--- config.mk ---
export PLATFORM = sky130hd
export DESIGN_NAME = sqrt_shift_reg_flat
export DESIGN_NICKNAME = d
export VERILOG_FILES = /design/src/rtl/sqrt_shift_reg_pkg.sv /design/src/rtl/sqrt_shift_reg_if.sv /design/src/rtl/sqrt_shift_reg_iter_cnt.sv /design/src/rtl/sqrt_shift_reg.sv /design/src/flat_wrapper.sv
export SDC_FILE = /design/constraint.sdc
export NUM_CORES = 1
export LEC_CHECK = 0
export CORE_MARGIN = 2
export CORE_UTILIZATION = 29
export DETAILED_ROUTE_END_ITERATION = 16
export GPL_ROUTABILITY_DRIVEN = 0
export PLACE_DENSITY = 0.62
export SETUP_SLACK_MARGIN = 0.4
export SYNTH_ARGS = -nofsm -noshare
export SYNTH_HDL_FRONTEND = slang
export SYNTH_SLANG_ARGS = --single-unit
--- constraint.sdc ---
create_clock -name clk -period 1.79 [get_ports clk]
set_input_delay 0.358 -clock clk [delete_from_list [all_inputs] [get_ports clk]]
set_output_delay 0.358 -clock clk [all_outputs]
set_load 0.02 [all_outputs]
--- src/rtl/sqrt_shift_reg_pkg.sv ---
// ---------------------------------------------------------------------------
// shreg_pkg
// Shared definitions for the sqrt datapath shift register.
//   shreg_mode_t : operation select presented by the controller every cycle
//                  (HOLD is the idle encoding).
//   SHREG_WIDTH  : default register width.
//   SHREG_STEP   : default bits shifted in per left shift.
// ---------------------------------------------------------------------------
package shreg_pkg;

  typedef enum logic [1:0] {
    MODE_HOLD = 2'b00,
    MODE_LOAD = 2'b01,
    MODE_SHL  = 2'b10,
    MODE_SHR  = 2'b11
  } shreg_mode_t;

  localparam int SHREG_WIDTH = 16;
  localparam int SHREG_STEP  = 2;

endpackage : shreg_pkg

--- src/rtl/sqrt_shift_reg_if.sv ---
// ---------------------------------------------------------------------------
// sqrt_shift_reg_if
// Bundle between the sqrt controller (master) and one shift register (slave).
// Optional macro: SHREG_SOUT_EN adds the sout signal.
//   mode : operation select (controller -> register)
//   d    : parallel load data
//   sin  : serial fill bits, entering at the LSBs on a left shift
//   q    : register contents
//   cnt  : completed left-shift count, saturates at ITER
//   done : cnt == ITER
//   sout : bits most recently shifted out of the MSBs (SHREG_SOUT_EN only)
//
// Handshake: there is none. The master presents mode every cycle and the
// slave acts on it at the next rising clk edge; outputs reflect the result
// one cycle later. MODE_HOLD is the idle encoding.
// ---------------------------------------------------------------------------
interface sqrt_shift_reg_if
  import shreg_pkg::*;
#(
  parameter int WIDTH = SHREG_WIDTH,
  parameter int STEP  = SHREG_STEP,
  parameter int ITER  = WIDTH / STEP
) ();

  localparam int CW = $clog2(ITER + 1);

  shreg_mode_t        mode;
  logic [WIDTH-1:0]   d;
  logic [STEP-1:0]    sin;
  logic [WIDTH-1:0]   q;
  logic [CW-1:0]      cnt;
  logic               done;
`ifdef SHREG_SOUT_EN
  logic [STEP-1:0]    sout;
`endif

`ifdef SHREG_SOUT_EN
  modport master (output mode, d, sin, input q, cnt, done, sout);
  modport slave  (input mode, d, sin, output q, cnt, done, sout);
`else
  modport master (output mode, d, sin, input q, cnt, done);
  modport slave  (input mode, d, sin, output q, cnt, done);
`endif

endinterface : sqrt_shift_reg_if

--- src/rtl/sqrt_shift_reg_iter_cnt.sv ---
// ---------------------------------------------------------------------------
// shreg_iter_cnt
// Saturating iteration counter with registered completion flag. Reusable by
// the sqrt controller to sequence any fixed-length iteration.
//   clk  : rising-edge clock
//   rst  : asynchronous active-high reset
//   clr  : restart the sequence (cnt <= 0, done <= 0); wins over inc
//   inc  : count one completed iteration; ignored once done is set
//   cnt  : completed iteration count, never exceeds ITER
//   done : registered, high once cnt == ITER
// ---------------------------------------------------------------------------
module shreg_iter_cnt #(
  parameter int ITER = 8,
  parameter int CW   = $clog2(ITER + 1)
) (
  input  logic          clk,
  input  logic          rst,
  input  logic          clr,
  input  logic          inc,
  output logic [CW-1:0] cnt,
  output logic          done
);

  if (ITER < 1) begin : g_bad_iter
    $error("shreg_iter_cnt: ITER must be >= 1");
  end

  logic [CW-1:0] r_cnt;
  logic          r_done;
  logic [CW-1:0] w_cnt_nxt;

  assign w_cnt_nxt = r_cnt + CW'(1);

  always_ff @(posedge clk or posedge rst) begin
    if (rst) begin
      r_cnt  <= '0;
      r_done <= 1'b0;
    end else if (clr) begin
      r_cnt  <= '0;
      r_done <= 1'b0;
    end else if (inc && !r_done) begin
      // done rises on the same edge that cnt reaches ITER
      r_cnt  <= w_cnt_nxt;
      r_done <= (w_cnt_nxt == CW'(ITER));
    end
  end

  assign cnt  = r_cnt;
  assign done = r_done;

endmodule : shreg_iter_cnt

--- src/rtl/sqrt_shift_reg.sv ---
// ---------------------------------------------------------------------------
// sqrt_shift_reg
// Multi-mode operand register for the square-root datapath: load, hold,
// left shift by STEP with serial fill, logical right shift by one, plus an
// iteration counter over left shifts.
// Optional macro: SHREG_SOUT_EN adds the sout register/port.
//   clk : rising-edge clock
//   rst : asynchronous active-high reset (clears q, cnt, done, sout)
//   bus : sqrt_shift_reg_if.slave (mode, d, sin in; q, cnt, done, sout out)
// ---------------------------------------------------------------------------
module sqrt_shift_reg
  import shreg_pkg::*;
#(
  parameter int WIDTH = SHREG_WIDTH,
  parameter int STEP  = SHREG_STEP,
  parameter int ITER  = WIDTH / STEP
) (
  input  logic               clk,
  input  logic               rst,
  sqrt_shift_reg_if.slave    bus
);

  localparam int CW = $clog2(ITER + 1);

  if (STEP < 1 || STEP >= WIDTH) begin : g_bad_step
    $error("sqrt_shift_reg: STEP must satisfy 1 <= STEP < WIDTH");
  end
  if ((WIDTH % STEP) != 0) begin : g_bad_mult
    $error("sqrt_shift_reg: WIDTH must be a multiple of STEP");
  end
  if (ITER < 1) begin : g_bad_iter
    $error("sqrt_shift_reg: ITER must be >= 1");
  end

  logic [WIDTH-1:0] r_q;
  logic [CW-1:0]    w_cnt;
  logic             w_done;
  logic             w_clr;
  logic             w_shl;

  assign w_clr = (bus.mode == MODE_LOAD);
  // A left shift after completion is ignored entirely.
  assign w_shl = (bus.mode == MODE_SHL) && !w_done;

  always_ff @(posedge clk or posedge rst) begin
    if (rst) begin
      r_q <= '0;
    end else begin
      case (bus.mode)
        MODE_LOAD: r_q <= bus.d;
        MODE_SHL:  if (!w_done) r_q <= {r_q[WIDTH-STEP-1:0], bus.sin};
        MODE_SHR:  r_q <= {1'b0, r_q[WIDTH-1:1]};
        default:   r_q <= r_q;
      endcase
    end
  end

`ifdef SHREG_SOUT_EN
  logic [STEP-1:0] r_sout;

  always_ff @(posedge clk or posedge rst) begin
    if (rst) begin
      r_sout <= '0;
    end else if (w_clr) begin
      r_sout <= '0;
    end else if (w_shl) begin
      r_sout <= r_q[WIDTH-1:WIDTH-STEP];
    end
  end

  assign bus.sout = r_sout;
`endif

  shreg_iter_cnt #(
    .ITER (ITER),
    .CW   (CW)
  ) u_iter_cnt (
    .clk  (clk),
    .rst  (rst),
    .clr  (w_clr),
    .inc  (w_shl),
    .cnt  (w_cnt),
    .done (w_done)
  );

  assign bus.q    = r_q;
  assign bus.cnt  = w_cnt;
  assign bus.done = w_done;

endmodule : sqrt_shift_reg

--- src/flat_wrapper.sv ---
// flat-port wrapper written by rule: the top's interface ports become plain ports
module sqrt_shift_reg_flat import shreg_pkg::*;
#(
  parameter int WIDTH = SHREG_WIDTH,
  parameter int STEP  = SHREG_STEP,
  parameter int ITER  = WIDTH / STEP
)
  (clk, rst, bus_mode, bus_d, bus_sin, bus_q, bus_cnt, bus_done);
  sqrt_shift_reg_if #(.WIDTH(WIDTH), .STEP(STEP), .ITER(ITER)) bus_i ();
  input  logic clk;
  input  logic rst;
  input wire logic [$bits(bus_i.mode)-1:0] bus_mode;
  input wire logic [$bits(bus_i.d)-1:0] bus_d;
  input wire logic [$bits(bus_i.sin)-1:0] bus_sin;
  output wire logic [$bits(bus_i.q)-1:0] bus_q;
  output wire logic [$bits(bus_i.cnt)-1:0] bus_cnt;
  output wire logic [$bits(bus_i.done)-1:0] bus_done;
  assign bus_i.mode = bus_mode;
  assign bus_i.d = bus_d;
  assign bus_i.sin = bus_sin;
  assign bus_q = bus_i.q;
  assign bus_cnt = bus_i.cnt;
  assign bus_done = bus_i.done;
  sqrt_shift_reg #(.WIDTH(WIDTH), .STEP(STEP), .ITER(ITER)) u_core (.clk(clk), .rst(rst), .bus(bus_i));
endmodule
# [After elaboration in Yosys (flattened, before gate mapping)]
# Index checks and enable logic that the tools add are counted.
[classes] addsub=1 n_mul=0 n_div=0 order_cmp=0 eq_ne=5 n_shift=0 n_mux=6 bitwise_logic=0 reduce_logical=6
[op_table] op="$pmux 16 s3" n=1
[op_table] op="$mux 16" n=1
[op_table] op="$mux 4" n=2
[op_table] op="$add 4x1->4 const B" n=1
[op_table] op="$eq 2x2->1 const B" n=2
[op_table] op="$eq 4x4->1 const B" n=1
[op_table] op="$reduce_bool 3->1" n=1
[op_table] op="$eq 2x1->1 const B" n=1
[op_table] op="$logic_and 1x1->1" n=2
[op_table] op="$mux 1" n=2
[op_table] op="$ne 2x2->1 const B" n=1
[op_table] op="$reduce_and 2->1" n=1
[op_table] op="$reduce_bool 2->1" n=1
[op_table] op="$logic_not 1->1" n=1
[word_totals] regBits=21 latchBits=0 mem_bits_rw=0 mem_bits_ro=0 in_bits=22 output_inout_bits=21 elab_cells=21 mem_count=0

# [Depth between registers and ports, before layout]
[depth] ltp_word=5 mapped_depth=6 mapped_depth_nobuf=4

# [Modules after synthesis]
# A second synthesis with hierarchy kept.
[hier_totals] cells_unflattened=117 area_unflattened_um2=1273.7
[modules_own_cells] module="sqrt_shift_reg" instances=1 cells_per_inst=91 area_per_inst_um2=998.5 seq_area_each_um2=400.4
[modules_own_cells] module="shreg_iter_cnt" instances=1 cells_per_inst=26 area_per_inst_um2=275.3 seq_area_each_um2=125.1

# [Least setup slack after synthesis]
# No wires, ideal clock.
[synth_timing] path_type="register to register" start="register u_core.u_iter_cnt.r_cnt[0] (netlist: u_core.u_iter_cnt.cnt[0])" end="register u_core.u_iter_cnt.r_cnt[2] (netlist: u_core.u_iter_cnt.cnt[2])" setup_ns=0.122 arrival_time_ns=1.236 required_time_ns=1.668 slack_ns=0.432 path_stages_with_launch=5 path_buffers=0 synth_period_minus_slack_ns=1.358 cell_sequence="dfrtp_1 > ha_1 > nor4b_1 > a21o_1 > a32o_1"
[synth_via] elab_chain_cells=3
[synth_rtl] item="start: declaration" line_no="sqrt_shift_reg_iter_cnt.sv:28" rtl="logic [CW-1:0] r_cnt;"
[synth_rtl] item="start signal: assignment" line_no="sqrt_shift_reg_iter_cnt.sv:43" rtl="r_cnt <= w_cnt_nxt;"
[synth_rtl] item="$add 4x1->4" line_no="sqrt_shift_reg_iter_cnt.sv:32" rtl="assign w_cnt_nxt = r_cnt + CW'(1);"
[synth_rtl] item="$mux 4" line_no="sqrt_shift_reg_iter_cnt.sv:41" rtl="end else if (inc && !r_done) begin"
[synth_rtl] item="$mux 4" line_no="sqrt_shift_reg_iter_cnt.sv:38" rtl="end else if (clr) begin"
# Every way passes these cells. The select of a mux whose other input is x is not followed.
# A chain may end at the register's enable or synchronous reset.

# [Worst setup path in the final report]
[layout_timing] start="register u_core.u_iter_cnt.r_cnt[0] (netlist: u_core.u_iter_cnt.cnt[0])" end="output port bus_cnt[0]"
[layout_rtl] item="end: declaration" line_no="flat_wrapper.sv:16" rtl="output wire logic [$bits(bus_i.cnt)-1:0] bus_cnt;"
# No word-level cell between the ends.

==> metrics.yaml <==
fill_cells: 388
worstPathRequired_ns: 1.43
drv_cap: 0
rsz0062_at_grt: "true"
ant_nets: 0
die_width_um: 69.5
cp-start-kind: "flip-flop"
postLayoutCellArea_sq_um: 1750
dieArea_sq_um: 4830
cp.buffers_inverters: 1
hold_buffers: 0
post-route-util_pct: 43.1
drtPass1Iterations: 4
synth_top_cell_by_area: "dfrtp_1"
leakage_nw: 0.747
placed_cells: 228
rows: 23
synth_cells: 140
grt_pass1_wl_um: 5720
hold_viol_final: 0
drt_iter0_drc: 98
clk_pin_slew_ns: 0.08
synthToLayoutAreaGrowth_pct: 40.5
worst_slew_pin_slew_ns: 0.269
dp_hpwl_um: 2300
grt_pass1_vias: 1228
synth_edf_count: 0
holdWs_ns: 0.430
h-tree-depth: 1
slew_viol_final: 0
endpoint_kind: "primary output"
tns_ns: 0
worstSetupPathType: "flip-flop to primary output"
cts_sinks: 21
synth_seq_cells: 21
seq_area_frac_synth_pct: 42.3
drive_above_1_share_pct: 16.3
period_needed_ns: 1.42
outcome: "finished, final reports clean"
detail_route.wl_per_cell_um: 14.0
vias_per_cell: 5.12
cts_root_buffer: "clkbuf_8"
grt_max_degree: 35
cpPeakStageDelay_ns: 0.46
fin_skew_ns: 0.00138
peakVddDrop_mv: 0.348
netlist_area_sq_um: 1240
synth_flop_cell: "dfrtp_1"
reg2reg_slack_ns: 0.47
postRouteWirelength_um: 3290
slew_headroom_pct: 81.8
critPathTopFamily: "flip-flops"
critPathMaxFanout: 7
numCtsBuffers: 3
p_per_area_nw_per_um2: 732
syn_avg_cell_area_sq_um: 8.88
core_sq_um: 4060
cts_buffer_depth: 2
crit_chain: "dlygate4sd2_1"
timing.final.crit_share_pct: 79.4
antenna_found_initial: 0
worstSkewPairLatency_ns: 0.26
initial_core_util_pct: 30.7
dieHeight_um: 69.5
diodes: 0
final_cell_count_no_fill: 234
dpl_cell_area_sq_um: 1710
track_usage_pct: 14.3
nets: 209
drc_errors: 0
finalSetupViolations: 0
arrival_ns: 1.06
timing.fmax_mhz: 703
slowest_stage: "dfrtp_2"
syn-num-nets: 164
synth.area.top_cells: "dfrtp_1 42%, nand2_1 10%, a211oi_1 9.1%, a31oi_1 7.5%, nor2b_1 7.5%"
io_buffers: 42
yosysWarnings: 0
grt_overflow_total: 0
boundaryPins: 43
synth.distinct_cells: 31
cts_tree: "done"
synthArstFlopShare_pct: 100
hp-class: "primary input to async pin"
vias: 1197
yosysTopAreaCellShare_pct: 42.3
report_power, final:
group          internal, mW  leakage (nW)  switching, mW
Clock                 0.155        0.0255          0.168
Sequential            0.527         0.248         0.0640
Combinational         0.173         0.474          0.192
Total                 0.856         0.747          0.424
logic make-up (layout without fill, tap and decap cells):
kind of cell | count (synthesis) | count (layout) | share of synthesized area, %
AND/OR/NAND/NOR | 59 | 59 | 23.0
AO/OA/AOI/OAI | 41 | 41 | 22.8
flip-flops | 21 | 21 | 42.3
buffers and inverters | 14 | 58 | 7.64
adder cells (fa/ha/maj) | 2 | 2 | 2.01
XOR/XNOR | 2 | 2 | 1.41
multiplexers | 1 | 1 | 0.805
worst paths after layout:
| path | start | endpoint | cells after the start |
|---|---|---|---|
| max in group asynchronous | rst | u_core.u_iter_cnt.cnt[0] | 3 |
| min reg2reg | u_core.bus.q[14] | u_core.bus.q[14] | 2 |
| min in group clk | bus_mode[0] | u_core.bus.q[15] | 2 |
| max | u_core.u_iter_cnt.cnt[0] | bus_cnt[0] | 1 |
| min | rst | u_core.bus.q[13] | 3 |
| max reg2reg | u_core.u_iter_cnt.cnt[0] | u_core.u_iter_cnt.cnt[2] | 4 |
state kept, by name (all words and copies together) (netlist names):
| signal | cells |
|---|---|
| u_core.u_iter_cnt.done | 1 |
| u_core.u_iter_cnt.cnt | 4 |
| u_core.bus.q | 16 |
stage by stage:
stage                     power [mW]  worst slack, ns
after floorplan                0.802            0.432
after global placement         0.991            0.119
after detailed placement        1.00           0.0600
after CTS                       1.29            0.324
after global routing            1.35            0.338
final                           1.28            0.368
cell usage in the layout (no fill, tap or decap), types with 3 or more instances in the layout:
| master | instances |
|---|---|
| a31oi_1 | 15 |
| buf_4 | 8 |
| clkbuf_8 | 3 |
| clkdlybuf4s15_1 | 7 |
| a211oi_1 | 15 |
| nand2_1 | 33 |
| clkdlybuf4s50_1 | 19 |
| clkdlybuf4s15_2 | 3 |
| dlygate4sd2_1 | 4 |
| dfrtp_2 | 4 |
| dfrtp_1 | 17 |
| nor2b_1 | 15 |
| clkbuf_2 | 8 |
| o21ai_0 | 3 |
final cells by class:
class                      count  area (sq um)  area share [%]
clock buffer                   3          41.3            2.36
timing repair buffer          52           477            27.3
inverter                       2          7.51           0.429
clock inverter                 1          5.00           0.286
sequential                    21           531            30.4
tap                           50          62.6            3.58
multi-input combinational    105           624            35.7
routing by layer:
metal  wire length (um)  part of all wire [%]  global-route usage (%)  up-vias
li1                   -                     -                       -      585
met1               1490                    45                    18.9      572
met2               1620                    49                    24.0       36
met3                137                   4.2                    2.18        4
met4                 33                   1.0                    4.58        0
met5                  0                     0                       0        -
synthesized netlist by cell type, types with 2 or more instances:
library cell   n
a211oi_1      15
a21o_1         2
a22o_1         2
a31oi_1       15
a32o_1         2
buf_2          4
buf_6          3
clkbuf_1       3
dfrtp_1       21
ha_1           2
nand2_1       33
nand2b_1       2
nor2b_1       15
o21ai_0        3
o21ai_1        2
tightest hold or removal path: cells and delay by family:
| kind | cells | cell delay, ns |
|---|---|---|
| buffers and inverters | 3 | 0.73 |
repair_timing:
item / 4_1_cts / 5_1_grt
setup endpoints to repair: 37 / 34
setup buffers: 1 / 1
pin swaps: 0 / 0
gates resized for setup: 37 / 22
(Power assumes the default switching activity.)
==> edit: new RTL, config.mk and constraints unchanged <==
Set the package constant `SHREG_WIDTH` to 8 (it was 16).
--- a/src/rtl/sqrt_shift_reg_pkg.sv
+++ b/src/rtl/sqrt_shift_reg_pkg.sv
@@ -16,5 +16,5 @@
   } shreg_mode_t;
 
-  localparam int SHREG_WIDTH = 16;
+  localparam int SHREG_WIDTH = 8;
   localparam int SHREG_STEP  = 2;
 
Ports: changed (resized bus_cnt, bus_d and bus_q); port bits go from 43 to 26. The function was not compared with the original's and may differ.
==> edit against the unedited design <==
- power down 38%
- critical path type is now reg -> reg
- area after synthesis decreased by 43%
- setup slack improved by 18 ps
- die area down 41%
- wire length down 51%
- critical path depth increased by 4
- design area down 41%
- highest routed layer unchanged
- sequential cell count is 9 lower
- first-iteration DRC count down 92%
- largest cell class unchanged
==> edit: results (changes against the unedited design) <==
status=completed; Cell Area, Placed=977 µm² (-43%); clk_skew=3.71 ps (+2.33 ps); Setup WS pre-CTS=108 ps (+48.0 ps); Final nets=110 (-47%); Synth area leaders=dfrtp_1 43%, mux2i_1 11%, a211oi_1 6.4%; Comb pwr share=34.1% (+5.6 points); Fin Hold WS=394 ps (-35.9 ps); Met3 Wirelength=72 µm (-47%); via count of the routed design=591 (-51%); adder-cell share of the synthesized area=3.55% (+1.5 points); mux contribution to synthesized area=12.9% (+12 points); register area share after synthesis=42.6% (+0.30 points); post-DR vias/cell=4.88 (-4.5%); crit-path max cell delay=440 ps (-20 ps); Register-to-Register Path Depth=5 (+1); wl on met1=737 µm (-51%); Synth top cells by count=12 x dfrtp_1, 8 x mux2i_1, 7 x nor2b_1, 6 x a211oi_1, 6 x a21oi_1; Root Driver=clkbuf_4; Peak VDD IR=0.312 mV (-10%); grt met1 use=15.9% (-3.0 points); Syn Nets=81 (-51%); GR Util All Layers=12.5% (-1.8 points); max FFs per register=8 (-8); Compound-Gate Fraction of Synth Area=21.5% (-1.4 points); routing usage on met3=1.13% (-1.1 points); I/O Buffers=25 (-40%); Cell variety after synth=22 (-29%); DP HPWL=1.13 mm (-51%); Worst slew margin=69.2% (-13 points); mean area per synthesized cell=10.9 µm² (+22%); largest net degree at the start of global routing=21 (-40%); Routed WL=1.60 mm (-51%); met2 track utilization from global routing=19.5% (-4.5 points); Synth Area in XOR/XNOR=0% (-1.4 points); Fill cells=232 (-40%); first-pass GRT wire length=2.50 mm (-56%)
-- edit: cell types whose count changed in the layout (fill, tap and decap cells not counted), moves of 3 or more --
cell / unedited run / this run
dfrtp_1: 17 / 10
mux2i_1: 1 / 8
a211oi_1: 15 / 6
o21ai_0: 3 / 0
nor2b_1: 15 / 7
nand2_1: 33 / 1
clkdlybuf4s50_1: 19 / 11
buf_4: 8 / 2
clkbuf_4: 0 / 3
a21oi_1: 0 / 6
clkbuf_2: 8 / 3
clkdlybuf4s15_2: 3 / 0
a31oi_1: 15 / 0
clkbuf_8: 3 / 0
-- edit: repair_timing --
item	CTS	global route
buffers inserted	2	0
gates resized for setup	17	16
pin swaps	3	2
setup endpoints to repair	13	13
-- edit: worst max-delay path by stage --
stage | start | end | slack, ps | cells after the start
6_report | u_core.u_iter_cnt.cnt[0] | u_core.u_iter_cnt.cnt[2] | 390 | 5
4_1_cts | u_core.u_iter_cnt.cnt[0] | u_core.u_iter_cnt.cnt[2] | 300 | 5
3_5_place_dp | bus_mode[0] | u_core.u_iter_cnt.cnt[0] | 110 | 4
5_1_grt | u_core.u_iter_cnt.cnt[0] | u_core.u_iter_cnt.cnt[2] | 330 | 5
2_1_floorplan | u_core.u_iter_cnt.cnt[1] | u_core.u_iter_cnt.cnt[2] | 360 | 5
3_3_place_gp | bus_mode[0] | u_core.u_iter_cnt.cnt[0] | 130 | 4
-- edit: area by class of cell --
| type | instances | area [µm²] | area share (%) |
|---|---|---|---|
| clock buffer | 4 | 26.3 | 2.55 |
| inverter | 3 | 11.3 | 1.09 |
| multi-input combinational | 46 | 380 | 36.9 |
| sequential | 12 | 303 | 29.4 |
| tap | 28 | 35.0 | 3.40 |
| timing repair buffer | 28 | 274 | 26.6 |
